## src/rtl/cpu_pkg.sv

```systemverilog
// Shared definitions for the hardwired CPU control path: opcodes, ALU codes,
// sequencer states and IR field positions.
package cpu_pkg;

  localparam logic [4:0] OP_ADD  = 5'b00000;
  localparam logic [4:0] OP_SUB  = 5'b00001;
  localparam logic [4:0] OP_AND  = 5'b00010;
  localparam logic [4:0] OP_OR   = 5'b00011;
  localparam logic [4:0] OP_SHR  = 5'b00100;
  localparam logic [4:0] OP_SHL  = 5'b00101;
  localparam logic [4:0] OP_LD   = 5'b00110;
  localparam logic [4:0] OP_ST   = 5'b00111;
  localparam logic [4:0] OP_ADDI = 5'b01100;
  localparam logic [4:0] OP_MUL  = 5'b01110;
  localparam logic [4:0] OP_DIV  = 5'b01111;
  localparam logic [4:0] OP_MFHI = 5'b11000;
  localparam logic [4:0] OP_MFLO = 5'b11001;
  localparam logic [4:0] OP_NOP  = 5'b11010;
  localparam logic [4:0] OP_HALT = 5'b11011;

  localparam logic [3:0] ALU_ADD = 4'b0000;
  localparam logic [3:0] ALU_SUB = 4'b0001;
  localparam logic [3:0] ALU_AND = 4'b0010;
  localparam logic [3:0] ALU_OR  = 4'b0011;
  localparam logic [3:0] ALU_SHR = 4'b0100;
  localparam logic [3:0] ALU_SHL = 4'b0101;
  localparam logic [3:0] ALU_MUL = 4'b0110;
  localparam logic [3:0] ALU_DIV = 4'b0111;

  localparam int OPC_MSB = 31;
  localparam int RA_LSB  = 23;
  localparam int RB_LSB  = 19;
  localparam int RC_LSB  = 15;
  localparam int FIELD_W = 4;

  typedef enum logic [3:0] {
    S_RESET,
    S_T0,
    S_T1,
    S_T2,
    S_T3,
    S_T4,
    S_T5,
    S_T6,
    S_T7,
    S_HALT
  } state_t;

  function automatic logic [3:0] alu_code(input logic [4:0] op);
    case (op)
      OP_ADD:  return ALU_ADD;
      OP_SUB:  return ALU_SUB;
      OP_AND:  return ALU_AND;
      OP_OR:   return ALU_OR;
      OP_SHR:  return ALU_SHR;
      OP_SHL:  return ALU_SHL;
      OP_MUL:  return ALU_MUL;
      OP_DIV:  return ALU_DIV;
      default: return ALU_ADD;
    endcase
  endfunction

endpackage

```

## src/rtl/reg_select_decoder.sv

```systemverilog
// Register field to one-hot select; all zeros when disabled or when the
// field names a register that does not exist.
module reg_select_decoder
  import cpu_pkg::*;
#(
  parameter int NUM_REGS = 16
) (
  input  logic                i_en,
  input  logic [FIELD_W-1:0]  i_field,
  output logic [NUM_REGS-1:0] o_onehot
);

  always_comb begin
    o_onehot = '0;
    for (int k = 0; k < NUM_REGS; k++) begin
      o_onehot[k] = i_en && (i_field == FIELD_W'(k));
    end
  end

endmodule

```

## src/rtl/control_sequencer.sv

```systemverilog
// Hardwired multi-cycle control unit: fetch/decode/execute sequencing with
// Moore datapath strobes and memory ready stalls.
//
// state | meaning
// RESET | outputs idle, run=1; leaves on the first edge after clear drops
// T0    | PC -> MAR, PC increment
// T1    | memory read into MDR, waits for mem_ready
// T2    | MDR -> IR
// T3-T7 | execute steps, selected by opcode
// HALT  | everything off, run=0, only clear leaves
module control_sequencer
  import cpu_pkg::*;
#(
  parameter int NUM_REGS = 16,
  parameter int OPC_W    = 5
) (
  input  logic                clock,
  input  logic                clear,
  input  logic [31:0]         ir,
  input  logic                mem_ready,
  output logic [NUM_REGS-1:0] reg_in,
  output logic [NUM_REGS-1:0] reg_out,
  output logic                PCin,
  output logic                PCout,
  output logic                IncPC,
  output logic                IRin,
  output logic                Yin,
  output logic                Zin,
  output logic                MARin,
  output logic                MDRin,
  output logic                MDRout,
  output logic                MDRread,
  output logic                HIin,
  output logic                HIout,
  output logic                LOin,
  output logic                LOout,
  output logic                Zhighout,
  output logic                Zlowout,
  output logic                Cout,
  output logic                mem_write,
  output logic [3:0]          ALUselect,
  output logic                run
);

  state_t              r_state;
  state_t              w_next_state;
  logic [OPC_W-1:0]    w_opc;
  logic [FIELD_W-1:0]  w_ra, w_rb, w_rc;
  logic                w_is_alu, w_is_imm, w_is_ld, w_is_st, w_is_md;
  logic                w_in_en, w_out_en;
  logic [FIELD_W-1:0]  w_in_field, w_out_field;
  logic                w_unused_ir;

  assign w_opc       = ir[OPC_MSB -: OPC_W];
  assign w_ra        = ir[RA_LSB +: FIELD_W];
  assign w_rb        = ir[RB_LSB +: FIELD_W];
  assign w_rc        = ir[RC_LSB +: FIELD_W];
  assign w_unused_ir = ^ir[RC_LSB-1:0];

  assign w_is_alu = (w_opc <= OP_SHL);
  assign w_is_imm = (w_opc == OP_ADDI);
  assign w_is_ld  = (w_opc == OP_LD);
  assign w_is_st  = (w_opc == OP_ST);
  assign w_is_md  = (w_opc == OP_MUL) || (w_opc == OP_DIV);

  always_ff @(posedge clock or posedge clear) begin
    if (clear) r_state <= S_RESET;
    else       r_state <= w_next_state;
  end

  always_comb begin
    w_next_state = r_state;
    PCin = 1'b0;  PCout = 1'b0;  IncPC = 1'b0;  IRin = 1'b0;
    Yin = 1'b0;   Zin = 1'b0;    MARin = 1'b0;  MDRin = 1'b0;
    MDRout = 1'b0; MDRread = 1'b0; HIin = 1'b0; HIout = 1'b0;
    LOin = 1'b0;  LOout = 1'b0;  Zhighout = 1'b0; Zlowout = 1'b0;
    Cout = 1'b0;  mem_write = 1'b0;
    ALUselect   = ALU_ADD;
    run         = 1'b1;
    w_in_en     = 1'b0;
    w_in_field  = w_ra;
    w_out_en    = 1'b0;
    w_out_field = w_rb;

    case (r_state)
      S_RESET: w_next_state = S_T0;
      S_T0: begin
        PCout = 1'b1; MARin = 1'b1; IncPC = 1'b1;
        w_next_state = S_T1;
      end
      S_T1: begin
        MDRread = 1'b1; MDRin = 1'b1;
        if (mem_ready) w_next_state = S_T2;
      end
      S_T2: begin
        MDRout = 1'b1; IRin = 1'b1;
        w_next_state = S_T3;
      end
      S_T3: begin
        if (w_is_alu || w_is_imm || w_is_ld || w_is_st) begin
          w_out_en = 1'b1; Yin = 1'b1;
          w_next_state = S_T4;
        end else if (w_is_md) begin
          w_out_en = 1'b1; w_out_field = w_ra; Yin = 1'b1;
          w_next_state = S_T4;
        end else if (w_opc == OP_MFHI) begin
          HIout = 1'b1; w_in_en = 1'b1;
          w_next_state = S_T0;
        end else if (w_opc == OP_MFLO) begin
          LOout = 1'b1; w_in_en = 1'b1;
          w_next_state = S_T0;
        end else if (w_opc == OP_HALT) begin
          w_next_state = S_HALT;
        end else begin
          w_next_state = S_T0;
        end
      end
      S_T4: begin
        Zin = 1'b1;
        if (w_is_alu) begin
          w_out_en = 1'b1; w_out_field = w_rc; ALUselect = alu_code(w_opc);
        end else if (w_is_md) begin
          w_out_en = 1'b1; ALUselect = alu_code(w_opc);
        end else begin
          Cout = 1'b1;
        end
        w_next_state = S_T5;
      end
      S_T5: begin
        Zlowout = 1'b1;
        if (w_is_md) begin
          LOin = 1'b1;
          w_next_state = S_T6;
        end else if (w_is_ld || w_is_st) begin
          MARin = 1'b1;
          w_next_state = S_T6;
        end else begin
          w_in_en = 1'b1;
          w_next_state = S_T0;
        end
      end
      S_T6: begin
        if (w_is_md) begin
          Zhighout = 1'b1; HIin = 1'b1;
          w_next_state = S_T0;
        end else if (w_is_st) begin
          w_out_en = 1'b1; w_out_field = w_ra; MDRin = 1'b1;
          w_next_state = S_T7;
        end else begin
          MDRread = 1'b1; MDRin = 1'b1;
          if (mem_ready) w_next_state = S_T7;
        end
      end
      S_T7: begin
        if (w_is_st) begin
          mem_write = 1'b1;
          if (mem_ready) w_next_state = S_T0;
        end else begin
          MDRout = 1'b1; w_in_en = 1'b1;
          w_next_state = S_T0;
        end
      end
      S_HALT: run = 1'b0;
      default: w_next_state = S_RESET;
    endcase
  end

  reg_select_decoder #(.NUM_REGS(NUM_REGS)) u_in_dec (
    .i_en     (w_in_en),
    .i_field  (w_in_field),
    .o_onehot (reg_in)
  );

  reg_select_decoder #(.NUM_REGS(NUM_REGS)) u_out_dec (
    .i_en     (w_out_en),
    .i_field  (w_out_field),
    .o_onehot (reg_out)
  );

endmodule

```

## config.mk

```make
export PLATFORM = sky130hd
export DESIGN_NAME = control_sequencer
export DESIGN_NICKNAME = d
export VERILOG_FILES = /design/src/rtl/cpu_pkg.sv /design/src/rtl/reg_select_decoder.sv /design/src/rtl/control_sequencer.sv
export SDC_FILE = /design/constraint.sdc
export NUM_CORES = 1
export LEC_CHECK = 0
export CORE_ASPECT_RATIO = 0.8
export CORE_MARGIN = 8
export CORE_UTILIZATION = 33
export DETAILED_ROUTE_END_ITERATION = 10
export GPL_TIMING_DRIVEN = 1
export PLACE_DENSITY = 0.82
export SKIP_LAST_GASP = 1
export SLEW_MARGIN = 5
export SYNTH_ARGS = -nofsm -noshare
export SYNTH_HDL_FRONTEND = slang
export SYNTH_HIERARCHICAL = 1
export SYNTH_SLANG_ARGS = --single-unit
```

## constraint.sdc

```tcl
create_clock -name clock -period 3 [get_ports clock]
set_input_delay 0.3 -clock clock [delete_from_list [all_inputs] [get_ports clock]]
set_output_delay 0.3 -clock clock [all_outputs]
set_load 0.1 [all_outputs]
```

# ---- After elaboration in Yosys (flattened, before gate mapping)
# Memory sizes are Yosys's and may differ from the RTL's.
# Cells that the tools add are included.
dict set report totals {
  ff_bits 4
  rom_bits 96
  memories 2
}
dict set report classes {
  bitwise_logic 1
  n_lt_le_gt_ge 1
  n_eq_ne 50
  n_reduce_logical 41
  n_mux 66
}
# name depth word_bits read_ports rd_ports_with_merged_regs wr line_no
set mem_list {}
lappend mem_list {{(name not given)} 16 3 1 0 0 cpu_pkg.sv:50} ;# case (op)
lappend mem_list {{(name not given)} 16 3 1 0 0 cpu_pkg.sv:50}
# op count
set ops {}
lappend ops {{two-way mux 4 bit} 21}
lappend ops {{equality test 4 bit, second input constant} 18}
lappend ops {{equality test 4 x 3 -> 1 bit, second input constant} 12}
lappend ops {{one-hot mux 4 bit (10 select lines)} 1}
lappend ops {{two-way mux 1 bit} 35}
lappend ops {{logical AND 1 bit} 32}
lappend ops {{equality test 4 x 2 -> 1 bit, second input constant} 6}
lappend ops {{equality test 5 x 4 -> 1 bit, second input constant} 3}
lappend ops {{equality test 5 bit, second input constant} 3}
lappend ops {{equality test 4 x 1 -> 1 bit, second input constant} 3}
lappend ops {{logical NOT 4 bit} 3}
lappend ops {{one-hot mux 4 bit (3 select lines)} 1}
lappend ops {{equality test 5 x 3 -> 1 bit, second input constant} 2}
lappend ops {{one-hot mux 1 bit (2 select lines)} 4}
lappend ops {{two-way mux 3 bit} 2}
lappend ops {{one-hot mux 1 bit (3 select lines)} 2}
lappend ops {{less-or-equal comparator 5 x 3 -> 1 bit, second input constant} 1}
lappend ops {{logical OR 1 bit} 5}
lappend ops {{!= test 4 bit, second input constant} 1}
lappend ops {{AND reduction 4 bit} 1}
lappend ops {{!= test 3 bit, second input constant} 1}
lappend ops {{!= test 2 bit, second input constant} 1}
lappend ops {{NOT 1 bit} 1}

# ---- Logic depth before layout (Yosys ltp)
dict set report depth {
  ltp_word 8
  mapped_depth 7
  depth_no_buf 6
}

# ---- Cells and area by module
# Netlist, hierarchy kept.
# module cells_each instances area_per_inst_um2 seq_area_each_um2
set by_module_without_submodules {}
lappend by_module_without_submodules {control_sequencer 108 1 842.1 100.1}
lappend by_module_without_submodules {reg_select_decoder 23 2 117.6 0.0}

# ---- Least setup slack after synthesis
# No wires, ideal clock.
dict set report synth_path {
  path_kind {register to output}
  start {register r_state[1]}
  end {output port reg_out[4]}
  setup_slack_ps -1698
  arrival_time_ps 4398
  required_ps 2700
  path_stages_with_launch 7
  path_cell_list {dfrtp_1 > buf_4 > or4b_4 > a211oi_4 > a211o_1 > nand3b_1 > nor3_1}
}
dict set report synth_via {
  word_cells_on_any_way 7
}
# item line_no
set synth_rtl {}
lappend synth_rtl {{from (decl)} control_sequencer.sv:45} ;# state_t r_state;
lappend synth_rtl {{from (signal assigned)} control_sequencer.sv:68} ;# else r_state <= w_next_state;
lappend synth_rtl {{equality test 4 x 3 -> 1 bit} control_sequencer.sv:85} ;# case (r_state)
lappend synth_rtl {{one-hot mux 1 bit (3 select lines) (*)} control_sequencer.sv:85}
lappend synth_rtl {{via w_out_en} control_sequencer.sv:50} ;# logic w_in_en, w_out_en;
lappend synth_rtl {{logical AND 1 bit (*)} reg_select_decoder.sv:16} ;# o_onehot[k] = i_en && (i_field == FIELD_W'(k));
lappend synth_rtl {{to (decl)} control_sequencer.sv:22} ;# output logic [NUM_REGS-1:0] reg_out,
# The timed path passes the listed nets; every way through them passes the cells marked *.

# ---- Worst setup path in the final report
dict set report layout_path {
  start {input port ir[28]}
  end {output port reg_out[0]}
}
dict set report layout_via {
  elab_chain_len 8
  word_cells_on_any_way 24
}
# item line_no
set layout_lines {}
lappend layout_lines {{from (decl)} control_sequencer.sv:19} ;# input logic [31:0] ir,
lappend layout_lines {{less-or-equal comparator 5 x 3 -> 1 bit / equality test 5 x 4 -> 1 bit (equally long branches)} {control_sequencer.sv:60, control_sequencer.sv:61}}
lappend layout_lines {{logical OR 1 bit (3 in series)} control_sequencer.sv:100} ;# if (w_is_alu || w_is_imm || w_is_ld || w_is_st) begin
lappend layout_lines {{two-way mux 4 bit} control_sequencer.sv:100}
lappend layout_lines {{one-hot mux 4 bit (3 select lines) (*)} control_sequencer.sv:85}
lappend layout_lines {{via w_out_field[2]} control_sequencer.sv:51} ;# logic [FIELD_W-1:0] w_in_field, w_out_field;
lappend layout_lines {{logical NOT 4 bit (*)} reg_select_decoder.sv:16}
lappend layout_lines {{logical AND 1 bit (*)} reg_select_decoder.sv:16}
# Marks and branches as above.

==> summary.txt <==
GRT
  – Global Route met3 Usage: 6.317%
  – Vias in the first global route: 1,565
  – Largest net degree at the start of global routing: 14
  – Overflow after GRT: 0
  – Total Routing Usage GR: 18.11%
  – First-pass GRT wire length: 7.831 mm
  – Busiest grt layer: met2
  – Initial antenna violation count: 0
  – Grt met2 use: 33.13%
  – GR Layer Usage met1: 19.69%

Worst setup path
  – Worst Path Required: 2700 ps
  – Bufs and invs on worst path: 3
  – Critical Path Fanout Max: 8
  – Setup CP Type: input port to output pin
  – Crit start category: input port
  – CP max-delay cell: clkdlybuf4s50_1
  – Delay-heaviest family, CP: buffers and inverters
  – WP data arrival: 2730 ps
  – Crit. path cell count: 8
  – Worst setup EP type: output pin
  – R2R depth: 4
  – Crit-path max cell delay: 570 ps
  – Worst-path cell chain: clkdlybuf4s50_1 > buf_4 > nand4b_1 > a21oi_4 > o221ai_1 > or3b_4 > nor3_4 > buf_12

Placed design
  – Gp weighted congestion: 0.9127
  – IO buf count: 72
  – DP Wirelength: 4.364 mm
  – Worst slack, placed: -31.88 ps

Synth
  – Post-synth top area share: 10.80%
  – Cell taking the most area after synthesis: nor2_1
  – Main synth FF type: dfrtp_1
  – Warnings, synthesis: 6
  – Synth Area per Inst: 6.995 sq um
  – Part of the Yosys area used for sequential elements: 9.292%
  – Mapped Cells: 154
  – Count of different cell masters after synthesis: 46
  – Synth Cell Area: 1077 sq um
  – Asr flop ratio synth: 100.0%
  – Seq cells post-synth: 4
  – Post-synth EDFFs: 0
  – Synth area leaders: nor2_1 11%, dfrtp_1 9.3%, buf_4 4.9%

Clocking
  – CTS tree: done
  – CTS buffer count: 3
  – Root buf cell: clkbuf_8
  – Clock buffer depth: 2
  – Clock transition at path regs: 30 ps
  – CTS Hold Buffers Added: 0
  – H-tree levels: 1
  – CTS sink cnt: 4
  – Clk_lat worst skew: 230 ps

Hold path
  – Hold WC Path Type: input port to async pin

Timing
  – Slew @ Worst Pin: 570.5 ps
  – Fmax: 0.3296 GHz
  – Final setup viols: 1
  – Setup TNS: -33.57 ps
  – Min setup slack post-route: -33.57 ps
  – Final hold vios: 0
  – Rel. slew slack: 61.89%
  – Post-route clock period utilization: 101.1%
  – Slew Limit Fails: 0
  – Tmin final: 3034 ps
  – Clock skew: 3.537 ps

Final layout
  – Final core utilization: 88.00%
  – P&R area growth vs syn: 153.9%
  – Most flops, register: r_state
  – Most common cell after layout, fill and taps aside: buf_12
  – Multi-input gate area: 1124 sq um
  – Most frequent cells in the layout: 46 x buf_12, 35 x buf_4, 16 x nor2_2, 16 x clkdlybuf4s50_1
  – Register area: 105.1 sq um
  – Share of cells above drive strength 1: 59.51%
  – Final Net Count: 284
  – Largest registers: r_state: 4 flops
  – # fillers: 134
  – Max reg flops: 4
  – Diodes inserted: 0

Route
  – DRC viols: 0
  – Antenna-violating nets left: 0
  – Vias: 1,742
  – WL/cell: 21.71 microns
  – First drt pass iteration count: 6
  – First DRT Iteration DRCs: 212
  – Final wirelength: 6.230 mm
  – Routed vias/inst: 6.070

Floorplan
  – Die X: 79.88 microns
  – Initial core utilization: 34.66%
  – Die Y: 67.11 microns
  – Num rows: 18
  – I/O pins: 90
  – Die Area: 5360 sq um
  – CORE AREA: 3108 sq um

Power and ir drop
  – PwrDens: 632.0 nW/um^2
  – P_leak: 1.075 nW
  – Worst vdd ir: 0.8308 mV

Job
  – Max_cap viols: 0

Run status
  – Status: finished, violations left
  – Failing checks: negative setup slack
-- cells in the mapped netlist, drive strengths merged, types with 5 or more instances --
| cell | number |
|---|---|
| nor2 | 31 |
| buf | 11 |
| nor3 | 11 |
| inv | 9 |
| nand2b | 9 |
| a21oi | 6 |
| nand3 | 5 |
| nand3b | 5 |
| o221ai | 5 |
| or2 | 5 |
-- where the power goes --
group | internal, mW | switching [mW]
logic | 0.470 | 0.978
registers | 0.0821 | 0.0787
clock network | 0.0860 | 0.0336
-- kinds of logic (layout without fill, tap and decap cells) --
group / Yosys count / in the layout / synth area share, %
xor+xnor: 1 / 1 / 0.8132
other cells: 1 / 2 / 0.3481
mux: 4 / 4 / 3.717
buf+inv: 20 / 112 / 9.872
compound gates: 36 / 36 / 26.02
simple gates: 88 / 88 / 49.94
flops: 4 / 4 / 9.292
-- metal layers --
layer / vias to the layer above / routed length [microns]
met5: - / 0
met4: 0 / 250
met3: 38 / 640
met2: 148 / 3124
met1: 816 / 2214
li1: 740 / -
-- through the flow --
| stage | std cells | cell area (sq um) | hold slack [ps] | power (mW) |
|---|---|---|---|---|
| 2_1_floorplan | 155 | 1285 | 66.08 | 1.119 |
| 3_3_place_gp | 278 | 2575 | 492.9 | 1.458 |
| 3_5_place_dp | 278 | 2575 | 502.2 | 1.484 |
| 4_1_cts | 281 | 2620 | 263.6 | 1.610 |
| 5_1_grt | 287 | 2735 | 293.2 | 1.785 |
| 6_report | 287 | 2735 | 263.5 | 1.728 |
-- final timing paths --
check	slack [ps]	endpoint	from
max	-30	reg_out[0]	ir[28]
min	260	r_state[1]$_DFFE_PP0P_	clear
max reg2reg	1140	r_state[0]$_DFFE_PP0P_	r_state[0]$_DFFE_PP0P_
min reg2reg	650	r_state[2]$_DFFE_PP0P_	r_state[2]$_DFFE_PP0P_
max in group asynchronous	2560	r_state[3]$_DFFE_PP0P_	clear
min in group clock	650	r_state[2]$_DFFE_PP0P_	r_state[2]$_DFFE_PP0P_
-- final cells by class --
| class | count | area share (%) |
|---|---|---|
| Sequential cell | 4 | 3.843 |
| Clock buffer | 3 | 1.510 |
| Multi-Input combinational cell | 131 | 41.08 |
| Timing Repair Buffer | 100 | 50.50 |
| Tap cell | 40 | 1.830 |
| Inverter | 9 | 1.235 |
-- repair_timing --
item / 4_1_cts / 5_1_grt
gates cloned: 0 / 0
gates resized for setup: 1 / 15
setup endpoints to repair: 3 / 32
pin swaps: 0 / 4
setup buffers: 0 / 6
Power figures use the tool's default switching activity.
